`config.mk`:
```
export PLATFORM = sky130hd
export DESIGN_NAME = id_stage
export DESIGN_NICKNAME = d
export VERILOG_FILES = /design/src/rtl/id_stage.sv
export SDC_FILE = /design/constraint.sdc
export NUM_CORES = 1
export LEC_CHECK = 0
export ABC_AREA = 1
export BUFFER_PORTS_ARGS = -buffer_cell sky130_fd_sc_hd__buf_2
export CORE_ASPECT_RATIO = 1.75
export CORE_MARGIN = 3
export CORE_UTILIZATION = 36
export DETAILED_ROUTE_END_ITERATION = 10
export PLACE_DENSITY = 0.67
export SLEW_MARGIN = 20
export SYNTH_ARGS = -nofsm -noshare
export SYNTH_HDL_FRONTEND = slang
export SYNTH_SLANG_ARGS = --single-unit
export TNS_END_PERCENT = 5
```
`constraint.sdc`:
```
create_clock -name clk -period 6.1 [get_ports clk]
set_clock_uncertainty 0.15 [all_clocks]
set_input_delay 0.915 -clock clk [delete_from_list [all_inputs] [get_ports clk]]
set_output_delay 0.915 -clock clk [all_outputs]
set_load 0.02 [all_outputs]
```
`src/rtl/id_stage.sv`:
```
// Instruction-decode stage: register file, control decode, RAW hazard
// detection with bubble injection, and a saturating stall-cycle counter.
module id_stage #(
  parameter int unsigned DATA_W = 64,
  parameter int unsigned CNT_W  = 32
) (
  input  logic              clk,
  input  logic              reset,
  input  logic [31:0]       instr,
  input  logic              instr_valid,
  input  logic [1:0]        ex_rd,
  input  logic              ex_wreg,
  input  logic [1:0]        mem_rd,
  input  logic              mem_wreg,
  input  logic [1:0]        wb_rd,
  input  logic [DATA_W-1:0] wb_data,
  input  logic              wb_en,
  output logic [DATA_W-1:0] rs_data_out,
  output logic [DATA_W-1:0] rt_data_out,
  output logic [1:0]        rd_out,
  output logic [7:0]        address_out,
  output logic              WRegEn_out,
  output logic              WMemEn_out,
  output logic              MemToReg_out,
  output logic [3:0]        ALUOp_out,
  output logic              stall,
  output logic [CNT_W-1:0]  stall_count
);

  logic [DATA_W-1:0] regs_q [4];
  logic [CNT_W-1:0]  stall_count_q;

  logic [3:0] op;
  logic [1:0] rs, rt, rd;
  logic [7:0] addr;

  logic       dec_wreg, dec_wmem, dec_m2r;
  logic [3:0] dec_alu;
  logic       uses_rs, uses_rt;

  logic [DATA_W-1:0] rs_val, rt_val;
  logic              rs_busy, rt_busy;
  logic              bubble;

  assign op   = instr[31:28];
  assign rs   = instr[27:26];
  assign rt   = instr[25:24];
  assign rd   = instr[23:22];
  assign addr = instr[7:0];

  // Opcode decode into control fields and source-usage flags.
  always_comb begin
    dec_wreg = 1'b0;
    dec_wmem = 1'b0;
    dec_m2r  = 1'b0;
    dec_alu  = 4'd0;
    uses_rs  = 1'b0;
    uses_rt  = 1'b0;
    case (op)
      4'd1, 4'd2, 4'd3, 4'd4, 4'd5, 4'd6, 4'd7: begin
        dec_wreg = 1'b1;
        dec_alu  = op;
        uses_rs  = 1'b1;
        uses_rt  = 1'b1;
      end
      4'd8: begin
        dec_wreg = 1'b1;
        dec_m2r  = 1'b1;
      end
      4'd9: begin
        dec_wmem = 1'b1;
        uses_rt  = 1'b1;
      end
      default: ;
    endcase
  end

  // Register file reads with write-through bypass from the write-back port.
  always_comb begin
    rs_val = (wb_en && (wb_rd == rs)) ? wb_data : regs_q[rs];
    rt_val = (wb_en && (wb_rd == rt)) ? wb_data : regs_q[rt];
  end

  // RAW hazard against EX and MEM only; write-back is covered by the bypass.
  always_comb begin
    rs_busy = (ex_wreg && (ex_rd == rs)) || (mem_wreg && (mem_rd == rs));
    rt_busy = (ex_wreg && (ex_rd == rt)) || (mem_wreg && (mem_rd == rt));
    stall   = instr_valid && !reset && ((uses_rs && rs_busy) || (uses_rt && rt_busy));
    bubble  = stall || !instr_valid || reset;
  end

  // Drive the ID/EX inputs, forcing a bubble when stalled, invalid or in reset.
  always_comb begin
    rs_data_out  = '0;
    rt_data_out  = '0;
    rd_out       = 2'd0;
    address_out  = 8'd0;
    WRegEn_out   = 1'b0;
    WMemEn_out   = 1'b0;
    MemToReg_out = 1'b0;
    ALUOp_out    = 4'd0;
    if (!bubble) begin
      rs_data_out  = rs_val;
      rt_data_out  = rt_val;
      WRegEn_out   = dec_wreg;
      WMemEn_out   = dec_wmem;
      MemToReg_out = dec_m2r;
      ALUOp_out    = dec_alu;
      // rd/address only meaningful for ops that consume them; NOPs present zeros.
      if (dec_wreg || dec_wmem) begin
        rd_out      = rd;
        address_out = addr;
      end
    end
  end

  // Register file write port; reset takes priority over a same-edge write.
  always_ff @(posedge clk) begin
    if (reset) begin
      for (int i = 0; i < 4; i++) regs_q[i] <= '0;
    end else if (wb_en) begin
      regs_q[wb_rd] <= wb_data;
    end
  end

  // Saturating count of stalled cycles.
  always_ff @(posedge clk) begin
    if (reset) begin
      stall_count_q <= '0;
    end else if (stall && (stall_count_q != {CNT_W{1'b1}})) begin
      stall_count_q <= stall_count_q + CNT_W'(1);
    end
  end

  assign stall_count = stall_count_q;

endmodule

```
==> impl_summary.txt, run 1 <==
----------------------------------------------------
[Outcome]
  Outcome ... completed

[STA]
  Final Setup Violations ... 0
  Setup repair after global routing missed its margin ... false
  Number of max-slew violations in the final report ... 0
  Worst-margin pin slew ... 1120 ps
  Worst slew slack as a fraction of its limit ... 25.0%
  Hold WS ... 379 ps
  Fmax achieved ... 0.209 GHz
  Period utilization ... 78.5%
  Number of failing hold endpoints at the final stage ... 0
  Time the worst path needs with I/O delays and setup ... 4790 ps
  Total Neg Setup Slack ... 0 ps
  Final setup slack of the worst path ... 1310 ps

[Global route]
  Via count of the first global-routing pass ... 16600
  Final global-route overflow total ... 0
  Overall global routing resource usage ... 21.7%
  Wire length of the first global-routing pass ... 89.7 mm
  Antenna violations before repair ... 2
  Maximum number of pins on one net before global-route repair ... 84

[Final layout]
  Most used cells in the layout excluding fill and tap cells ... nor2_1, a21oi_1, buf_2, o21ai_0, edfxtp_1
  Fraction of layout cells with a size suffix above 1 ... 18.5%
  Most common library cell in the layout ignoring fill and taps ... nor2_1
  Layout Nets ... 2493
  # diodes ... 0
  Total of fill cells in the finished design ... 4795
  Area of all placed cells without fillers ... 20200 µm²
  Area added between synthesis and finish ... 14.6%

[Job]
  Max-cap violations ... 0

[Clocking]
  Clock Pin Slew Worst Setup and Hold Paths ... 70 ps
  CTS HTree Levels ... 1
  Clock tree from TritonCTS ... done
  Cell chosen for the clock root ... clkbuf_16
  Hold buffer count at cts ... 0
  TritonCTS Buffers ... 28
  Quantity of gates resized following cts ... 0
  CTS sink cnt ... 288
  Buffer levels on the longest clock path ... 3
  Total setup buffers inserted after CTS ... 0
  Clock latency on the worst-skew pair ... 560 ps

[Routing]
  Wire length on met3 ... 4.11 mm
  Pre-antenna DRT Iters ... 6
  DR vias/cell ... 5.53
  Number of nets with antenna violations after routing ... 0
  DRT met1 WL ... 21.9 mm
  DRC violations left ... 0
  Wire length per cell after detailed routing ... 19.6 µm
  Via count ... 16900
  Detail Route met2 WL ... 31.2 mm
  Initial detailed-routing violation count ... 1337
  Total wirelength of the detailed-routed design ... 59.9 mm
  Uppermost routed layer ... met5

[Synthesis]
  Mean instance size in the synthesized netlist ... 7.92 µm²
  Async set-reset flop share out of synthesis ... 0%
  Cell count after synthesis ... 2228
  Synth Area in Compound Gates ... 22.9%
  Proportion of synthesized chip area in sequential cells ... 47.2%
  Post-Synth Adder-Cell Area ... 0.0709%
  Most common flop cell mapped by yosys ... edfxtp_1
  Share of cell area taken by muxes after synthesis ... 0%
  Count of different cell masters after synthesis ... 36
  Xor and xnor area share after synthesis ... 0.397%
  Number of synthesis warnings ... 0
  Simple logic cell fraction of the synthesized area ... 19.7%
  Main combinational cell family by area after synthesis ... compound AO/OA/AOI/OAI gates
  Area of the mapped netlist ... 17700 µm²
  Register bit count reported by yosys ... 288
  Post-synth EDFFs ... 256
  Synthesized net count ... 2337

[Placed design]
  Placer's final routability congestion estimate ... 0.869
  Pre-CTS setup slack ... 1330 ps
  Port Buffer Count ... 270
  Hpwl dp ... 36.7 mm
  Cell area after placement ... 19300 µm²

[Worst hold path]
  Worst Hold Path EP ... stall_count[5]
  Hold Path Cell Cnt ... 2
  Worst hold path startpoint ... stall_count[5]
  Worst hold path type ... register to register

[Floorplanning]
  Number of top-level pins ... 286
  Std-Cell Core Area ... 48100 µm²
  Effective utilization at floorplan ... 36.7%
  Die Outline Area ... 51800 µm²
  Die Span X ... 173 µm
  Die H ... 299 µm
  Core Rows ... 106

[Worst setup path]
  Crit path kind ... primary input to output pin
  Register-to-register path setup slack ... 3190 ps
  Crit. End Element ... output pin
  Cell depth of the worst flop-to-flop path ... 9
  Worst R2R Start ... stall_count[0]
  Worst r2r dst ... stall_count[6]
  Critical Path Fanout Max ... 56
  Data arrival time of the critical path ... 3720 ps
  Kind of start point of the critical path ... primary input
  Worst Path Required ... 5030 ps

[Power]
  Leak pwr ... 8.26 nW
  Maximum vdd ir drop ... 0.000196 V
  Power density over cell area ... 241 nW/µm²
  Total power ... 0.00487 W

----------------------------------------------------
worst max-delay path: stages:
cell and delay, ps:
buf_4 460, inv_4 420, nand2_1 230, o2111ai_4 580, buf_4 470, a211oi_1 320, buf_2 230
registers in the layout (all words and copies together) (netlist names):
name,count
regs_q,256
stall_count,32
area by class of cell:
cell class              count  area (µm²)  share of cell area, %
flip-flops and latches    288        8330                   41.2
well taps                 648         811                   4.01
repair buffers            302        1620                   8.02
inverters                 239         905                   4.47
clock inverters            20         135                  0.668
multi-input cells        1525        7690                   38.0
clock buffers              32         737                   3.64
where the power goes:
part           internal (W)  switching [W]  leakage [nW]
sequential          0.00229      0.0000537          2.75
clock              0.000911       0.000772         0.418
combinational      0.000230       0.000617          5.10
total               0.00343        0.00144          8.26
how the worst max path moves through the flow:
| stage | startpoint | endpoint | slack [ps] | cells after the start |
|---|---|---|---|---|
| floorplan | wb_rd[1] | regs_q[3][0] | 1620 | 2 |
| global placement | instr[24] | rt_data_out[13] | 1360 | 10 |
| detailed placement | instr[24] | rt_data_out[18] | 1330 | 7 |
| CTS | instr[24] | rt_data_out[18] | 1320 | 7 |
| global route | instr[24] | rt_data_out[13] | 1190 | 10 |
| finish | instr[24] | rt_data_out[18] | 1310 | 7 |
routing by layer:
metal	up-vias	GRT usage (%)
met5	-	0
met4	2	10.6
met3	155	3.23
met2	758	40.7
met1	8076	23.5
li1	7902	-
metrics by stage:
step / instances / utilization, %
final: 3054 / 42.0
after global routing: 3054 / 42.0
after CTS: 3054 / 42.0
after detailed placement: 3002 / 40.2
after global placement: 3002 / 40.2
after floorplan: 2228 / -
cell usage after synthesis, drive strengths merged, types with 6 or more instances:
cell / n / share of area (%)
edfxtp: 256 / 44
a211oi: 127 / 6.9
nand2: 179 / 3.9
dfxtp: 32 / 3.6
nand3b: 11 / 0.47
nand4: 32 / 1.1
a21oi: 290 / 8.4
xnor2: 6 / 0.30
nor3: 64 / 1.8
nand3: 16 / 0.68
clkbuf: 95 / 2.0
buf: 81 / 2.7
inv: 238 / 5.1
nor2: 519 / 11
nor3b: 10 / 0.43
o21ai: 262 / 7.4
cell families after synthesis:
logic type               after synthesis
AO/OA/AOI/OAI                        682
XOR/XNOR                               8
adder cells (fa/ha/maj)                1
buffers and inverters                415
flip-flops                           288
other                                  1
AND/OR/NAND/NOR                      833
Note: power is estimated with default switching activity, not from simulation.
==> run 2: changes to the inputs <==
Settings changed: ABC_AREA 1 to 0.
Clock period 6.1 ns to 4.4 ns, I/O delays scaled along.
==> run 2 against run 1 <==
Net effect: first-iteration DRC count is 36% lower; flip-flop and latch count stayed put; wire length is 20% lower.
==> impl_summary.txt, run 2 <==
----------------------------------------------------
[Synthesis]
  Cell type contributing the most total cell area after synthesis ... edfxtp_1 (unchanged)
  Top-area cell type share of the netlist area ... 47.2% (was 43.5%)
  Register bit count reported by yosys ... 288 (unchanged)
  Dominant cell by count in the synthesized netlist ... nand2_1 (was nor2_1)
  Number of synthesis warnings ... 0 (unchanged)
  Proportion of synthesized chip area in sequential cells ... 51.1% (was 47.2%)
  Dominant cells by area after synthesis ... edfxtp_1, mux4_2, and2_1 (was edfxtp_1, nor2_1, a21oi_1)
  Synthesized net count ... 1513 (was 2337)
  Cell count after synthesis ... 1404 (was 2228)
  Mean instance size in the synthesized netlist ... 11.6 µm² (was 7.92 µm²)
  Count of different cell masters after synthesis ... 44 (was 36)
  Area of the mapped netlist ... 16300 µm² (was 17700 µm²)
  Post-synth EDFFs ... 256 (unchanged)
  Synth cell count leaders ... nand2_1, and2_1, edfxtp_1, a21oi_1, mux4_2 (was nor2_1, a21oi_1, o21ai_0, edfxtp_1, inv_1)
  Async set-reset flop share out of synthesis ... 0% (unchanged)
  Most common flop cell mapped by yosys ... edfxtp_1 (unchanged)

[Clocking]
  Hold buffer count at cts ... 0 (unchanged)
  Buffer levels on the longest clock path ... 3 (unchanged)
  Clock latency on the worst-skew pair ... 560 ps (about the same)
  TritonCTS Buffers ... 28 (unchanged)
  Clock tree from TritonCTS ... done (unchanged)
  CTS HTree Levels ... 1 (unchanged)
  Total setup buffers inserted after CTS ... 0 (unchanged)
  Cell chosen for the clock root ... clkbuf_16 (unchanged)
  CTS sink cnt ... 288 (unchanged)
  Clock Pin Slew Worst Setup and Hold Paths ... 60 ps (was 70 ps)
  Quantity of gates resized following cts ... 0 (unchanged)

[STA]
  Final setup slack of the worst path ... 708 ps (was 1310 ps)
  Number of failing hold endpoints at the final stage ... 0 (unchanged)
  Setup repair after global routing missed its margin ... false (unchanged)
  Worst slew slack as a fraction of its limit ... 42.0% (was 25.0%)
  Worst-margin pin slew ... 869 ps (was 1120 ps)
  Period utilization ... 83.9%
  Total Neg Setup Slack ... 0 ps (unchanged)
  Fmax achieved ... 0.271 GHz
  Number of max-slew violations in the final report ... 0 (unchanged)
  Final Setup Violations ... 0 (unchanged)
  Time the worst path needs with I/O delays and setup ... 3690 ps

[Worst hold path]
  Worst hold path startpoint ... wb_data[54] (was stall_count[5])
  Worst Hold Path EP ... regs_q[2][54] (was stall_count[5])
  Worst hold path type ... primary input to register (was register to register)
  Hold Path Cell Cnt ... 2 (unchanged)

[Routing]
  Initial detailed-routing violation count ... 856 (was 1337)
  Total wirelength of the detailed-routed design ... 48.0 mm (was 59.9 mm)
  DR vias/cell ... 5.56 (was 5.53)
  Wire length per cell after detailed routing ... 21.7 µm (was 19.6 µm)
  Pre-antenna DRT Iters ... 5 (was 6)
  Via count ... 12300 (was 16900)
  Number of nets with antenna violations after routing ... 0 (unchanged)
  DRC violations left ... 0 (unchanged)

[Worst setup path]
  Worst r2r dst ... stall_count[1] (was stall_count[6])
  Kind of start point of the critical path ... primary input (unchanged)
  Data arrival time of the critical path ... 2880 ps (was 3720 ps)
  Crit path max-delay family ... buffers and inverters (unchanged)
  Critical path's largest stage delay ... 630 ps (was 580 ps)
  Worst path most repeated cell ... buf_4 (unchanged)
  Critical-path top delay cell ... buf_4 (was o2111ai_4)
  Critical Path Fanout Max ... 36 (was 56)
  Worst R2R Start ... stall_count[9] (was stall_count[0])
  Sum of buffers and inverters on the critical path ... 4 (unchanged)
  Crit path kind ... primary input to output pin (unchanged)
  Cells along the critical path ... buf_4, buf_4, buf_4, mux4_2, nand2_1, a21oi_1, buf_2 (was buf_4, inv_4, nand2_1, o2111ai_4, buf_4, a211oi_1, buf_2)
  Cell depth of the worst flop-to-flop path ... 6 (was 9)
  Crit. End Element ... output pin (unchanged)
  Register-to-register path setup slack ... 1500 ps (was 3190 ps)
  Worst Path Required ... 3590 ps (was 5030 ps)

[Final layout]
  Most used cells in the layout excluding fill and tap cells ... nand2_1, and2_1, buf_2, edfxtp_1, a21oi_1 (was nor2_1, a21oi_1, buf_2, o21ai_0, edfxtp_1)
  Register area ... 8330 µm² (unchanged)
  Area added between synthesis and finish ... 18.8% (was 14.6%)
  Total of fill cells in the finished design ... 4132 (was 4795)
  Fraction of layout cells with a size suffix above 1 ... 30.6% (was 18.5%)
  Number of flip-flops under the largest register name ... 256 (unchanged)
  Area of all placed cells without fillers ... 19400 µm² (was 20200 µm²)
  Multi-input logic area ... 7560 µm² (was 7690 µm²)
  Most common library cell in the layout ignoring fill and taps ... nand2_1 (was nor2_1)
  Reg with most FFs ... regs_q (unchanged)
  Layout Nets ... 1728 (was 2493)

[Placed design]
  Placer's final routability congestion estimate ... 0.886 (was 0.869)
  Hpwl dp ... 29.3 mm (was 36.7 mm)
  Pre-CTS setup slack ... 712 ps (was 1330 ps)
  Port Buffer Count ... 270 (unchanged)
  Cell area after placement ... 18400 µm² (was 19300 µm²)

[Floorplanning]
  Number of top-level pins ... 286 (unchanged)
  Std-Cell Core Area ... 44500 µm² (was 48100 µm²)
  Die Span X ... 167 µm (was 173 µm)
  Core Rows ... 102 (was 106)
  Die Outline Area ... 48000 µm² (was 51800 µm²)
  Die H ... 287 µm (was 299 µm)
  Effective utilization at floorplan ... 36.6% (was 36.7%)

[Global route]
  Wire length of the first global-routing pass ... 73.2 mm (was 89.7 mm)
  Antenna violations before repair ... 3 (was 2)
  Maximum number of pins on one net before global-route repair ... 65 (was 84)
  Final global-route overflow total ... 0 (unchanged)
  Via count of the first global-routing pass ... 12900 (was 16600)
  Overall global routing resource usage ... 19.5% (was 21.7%)

[Job]
  Max-cap violations ... 0 (unchanged)

[Outcome]
  Outcome ... completed (unchanged)

[Power]
  Power density over cell area ... 360 nW/µm² (was 241 nW/µm²)
  Leak pwr ... 7.38 nW (was 8.26 nW)
  Maximum vdd ir drop ... 0.000222 V (was 0.000196 V)

----------------------------------------------------
-- run 2: changes by cell type after synthesis, moves of 27 or more --
cell,delta
a211oi_1,-73
a211oi_2,-54
and2_1,+266
nand2_1,+107
a21oi_1,-132
buf_2,-27
nor2_1,-494
o21ai_0,-248
nor3_1,-55
inv_1,-228
mux4_2,+128
-- run 2: layout make-up --
cell class,count,area share (%)
antenna,3,0.0388
clock inverter,20,1.34
inverter,5,0.0969
tap,572,3.70
timing repair buffer,300,8.97
sequential,288,43.0
multi-input combinational,996,39.1
clock buffer,31,3.79
-- run 2: metrics by stage --
stage          hold WS (ps)  cells  util (%)  total power [W]
6_report                293   2215      43.5          0.00697
2_1_floorplan           409   1404         -          0.00400
4_1_cts                 258   2212      43.5          0.00704
3_3_place_gp            329   2161      41.2          0.00439
3_5_place_dp            349   2161      41.2          0.00442
5_1_grt                 287   2213      43.5          0.00723
-- run 2: kinds of logic after synthesis --
group | share of synthesized area [%]
simple gates | 20.9
flops | 51.1
compound gates | 5.96
mux | 18.3
buf+inv | 2.99
xor+xnor | 0.645
fa+ha+maj | 0.0768
other cells | 0.0230
-- run 2: routing by layer --
layer / up-vias / part of all wire (%) / track usage, %
met5: - / 0.027 / 0
met4: 2 / 2.7 / 6.32
met3: 72 / 6.1 / 3.45
met2: 410 / 54 / 36.7
met1: 6277 / 37 / 22.3
li1: 5551 / - / -
-- run 2: power breakdown --
group | total [W] | switching [W] | leakage [nW] | internal, W
sequential | 0.00325 | 0.0000801 | 2.75 | 0.00317
combinational | 0.00111 | 0.000658 | 4.16 | 0.000451
clock | 0.00262 | 0.00106 | 0.477 | 0.00155
-- run 2: worst max-delay path by stage --
stage,slack (ps),depth (start not counted),to,startpoint
finish,710,7,rs_data_out[6],instr[27]
global route,570,8,rt_data_out[10],instr[24]
CTS,710,7,rs_data_out[6],instr[27]
detailed placement,710,7,rs_data_out[6],instr[27]
global placement,730,7,rs_data_out[6],instr[27]
floorplan,1280,6,rt_data_out[10],instr[24]
==> run 3: changes to the inputs <==
Settings changed: PLACE_DENSITY 0.67 to 0.65.
Clock period 4.4 ns to 3.6 ns, I/O delays scaled along.
==> run 3 against run 2 <==
Net effect: critical path type unchanged; combinational power up 23%; die area is the same; register-to-register slack got worse by 600 ps; sequential share of layout area hardly changed; first-iteration DRC count is 14% lower; final cell count unchanged; clock power grew 14%; non-clock buffer count is 2 higher; wire length about the same; flip-flop and latch count unchanged.
==> impl_summary.txt, run 3 (synthesized netlist as in run 2, its figures left out) <==
----------------------------------------------------
[Routing]
  DR vias/cell ... 5.50 (was 5.56)
  Total wirelength of the detailed-routed design ... 48.0 mm (about the same)
  Via count ... 12200 (was 12300)
  Wire length per cell after detailed routing ... 21.7 µm (about the same)
  Pre-antenna DRT Iters ... 5 (unchanged)
  Initial detailed-routing violation count ... 735 (was 856)
  Number of nets with antenna violations after routing ... 0 (unchanged)
  DRC violations left ... 0 (unchanged)

[STA]
  Fmax achieved ... 0.316 GHz
  Time the worst path needs with I/O delays and setup ... 3160 ps
  Total Neg Setup Slack ... 0 ps (unchanged)
  Hold WS ... 178 ps (was 293 ps)
  Number of failing hold endpoints at the final stage ... 0 (unchanged)
  Worst-margin pin slew ... 893 ps (was 869 ps)
  Number of max-slew violations in the final report ... 0 (unchanged)
  Period utilization ... 87.9%
  Worst slew slack as a fraction of its limit ... 40.3% (was 42.0%)
  Final Setup Violations ... 0 (unchanged)
  Setup repair after global routing missed its margin ... false (unchanged)

[Floorplanning]
  Core Rows ... 102 (unchanged)
  Die Span X ... 167 µm (unchanged)
  Number of top-level pins ... 286 (unchanged)
  Effective utilization at floorplan ... 36.6% (unchanged)
  Die Outline Area ... 48000 µm² (unchanged)
  Std-Cell Core Area ... 44500 µm² (unchanged)
  Die H ... 287 µm (unchanged)

[Final layout]
  Area added between synthesis and finish ... 18.7% (was 18.8%)
  Total of fill cells in the finished design ... 4127 (was 4132)
  Most used cells in the layout excluding fill and tap cells ... nand2_1, and2_1, buf_2, edfxtp_1, a21oi_1 (unchanged)
  Number of flip-flops under the largest register name ... 256 (unchanged)
  Layout Nets ... 1730 (was 1728)
  Most common library cell in the layout ignoring fill and taps ... nand2_1 (unchanged)
  Fraction of layout cells with a size suffix above 1 ... 30.7% (was 30.6%)
  Reg with most FFs ... regs_q (unchanged)

[Placed design]
  Placer's final routability congestion estimate ... 0.813 (was 0.886)
  Hpwl dp ... 28.3 mm (was 29.3 mm)
  Port Buffer Count ... 270 (unchanged)

[Worst setup path]
  Critical-path top delay cell ... buf_4 (unchanged)
  Crit path max-delay family ... buffers and inverters (unchanged)
  Crit path kind ... primary input to output pin (unchanged)
  Crit. End Element ... output pin (unchanged)
  Cells along the critical path ... buf_4, xnor2_1, nand3_1, o21ai_0, o21ai_2, buf_4, o211a_1, and2_1, buf_2 (was buf_4, buf_4, buf_4, mux4_2, nand2_1, a21oi_1, buf_2)
  Worst path most repeated cell ... buf_4 (unchanged)
  Critical Path Fanout Max ... 58 (was 36)
  Sum of buffers and inverters on the critical path ... 3 (was 4)
  Data arrival time of the critical path ... 2470 ps (was 2880 ps)
  Worst Path Required ... 2910 ps (was 3590 ps)
  Kind of start point of the critical path ... primary input (unchanged)
  Worst R2R Start ... stall_count[9] (unchanged)
  Critical path's largest stage delay ... 470 ps (was 630 ps)
  Critical Path Start ... instr[25] (was instr[27])

[Clocking]
  Clock latency on the worst-skew pair ... 560 ps (about the same)
  Clock tree from TritonCTS ... done (unchanged)
  Cell chosen for the clock root ... clkbuf_16 (unchanged)
  CTS sink cnt ... 288 (unchanged)
  Hold buffer count at cts ... 0 (unchanged)
  CTS HTree Levels ... 1 (unchanged)
  Clock Pin Slew Worst Setup and Hold Paths ... 60 ps (about the same)
  Quantity of gates resized following cts ... 0 (unchanged)
  Buffer levels on the longest clock path ... 3 (unchanged)
  Total setup buffers inserted after CTS ... 0 (unchanged)
  TritonCTS Buffers ... 28 (unchanged)

[Outcome]
  Outcome ... completed (unchanged)

[Power]
  Maximum vdd ir drop ... 0.000346 V (was 0.000222 V)
  Power density over cell area ... 429 nW/µm² (was 360 nW/µm²)
  Leak pwr ... 7.37 nW (was 7.38 nW)

[Worst hold path]
  Worst hold path startpoint ... wb_data[3] (was wb_data[54])
  Worst hold path type ... primary input to register (unchanged)

[Global route]
  Maximum number of pins on one net before global-route repair ... 65 (unchanged)
  Final global-route overflow total ... 0 (unchanged)
  Via count of the first global-routing pass ... 12900 (about the same)
  Overall global routing resource usage ... 19.7% (was 19.5%)
  Wire length of the first global-routing pass ... 73.6 mm (was 73.2 mm)
  Antenna violations before repair ... 3 (unchanged)

[Job]
  Max-cap violations ... 0 (unchanged)

----------------------------------------------------
run 3: routing by layer:
layer	vias to the layer above	global-route usage [%]	wire length, µm
met3	83	3.81	3300
li1	5558	-	-
met5	-	0	18
met4	2	6.36	1280
met2	489	36.4	25700
met1	6046	22.8	17700
run 3: final cells by class:
cell class | instances | area, µm² | share of cell area [%]
timing repair buffer | 302 | 1800 | 9.31
tap | 572 | 716 | 3.70
clock buffer | 37 | 786 | 4.06
inverter | 5 | 18.8 | 0.0970
antenna | 2 | 5.00 | 0.0259
multi-input combinational | 996 | 7560 | 39.1
clock inverter | 13 | 126 | 0.653
sequential | 288 | 8330 | 43.1
run 3: stage by stage:
stage / setup WS, ps / instances / power (W) / cell area (µm²) / utilization (%)
after floorplan: 720 / 1404 / 0.00489 / 16300 / -
after global placement: 437 / 2163 / 0.00537 / 18400 / 41.4
after detailed placement: 411 / 2163 / 0.00541 / 18400 / 41.4
after CTS: 411 / 2213 / 0.00839 / 19300 / 43.4
after global routing: 231 / 2213 / 0.00864 / 19300 / 43.4
final: 437 / 2215 / 0.00831 / 19300 / 43.4
run 3: final timing paths:
kind | end | slack (ps) | cells past startpoint
min reg2reg | stall_count[8] | 340 | 2
min | regs_q[0][3] | 180 | 2
max | address_out[4] | 440 | 9
max reg2reg | stall_count[1] | 900 | 6
run 3: report_power, final:
| part | internal, W | switching [W] | total, W | leakage (nW) |
|---|---|---|---|---|
| clock network | 0.00168 | 0.00130 | 0.00298 | 0.437 |
| registers | 0.00387 | 0.0000961 | 0.00397 | 2.75 |
| logic | 0.000560 | 0.000803 | 0.00136 | 4.19 |
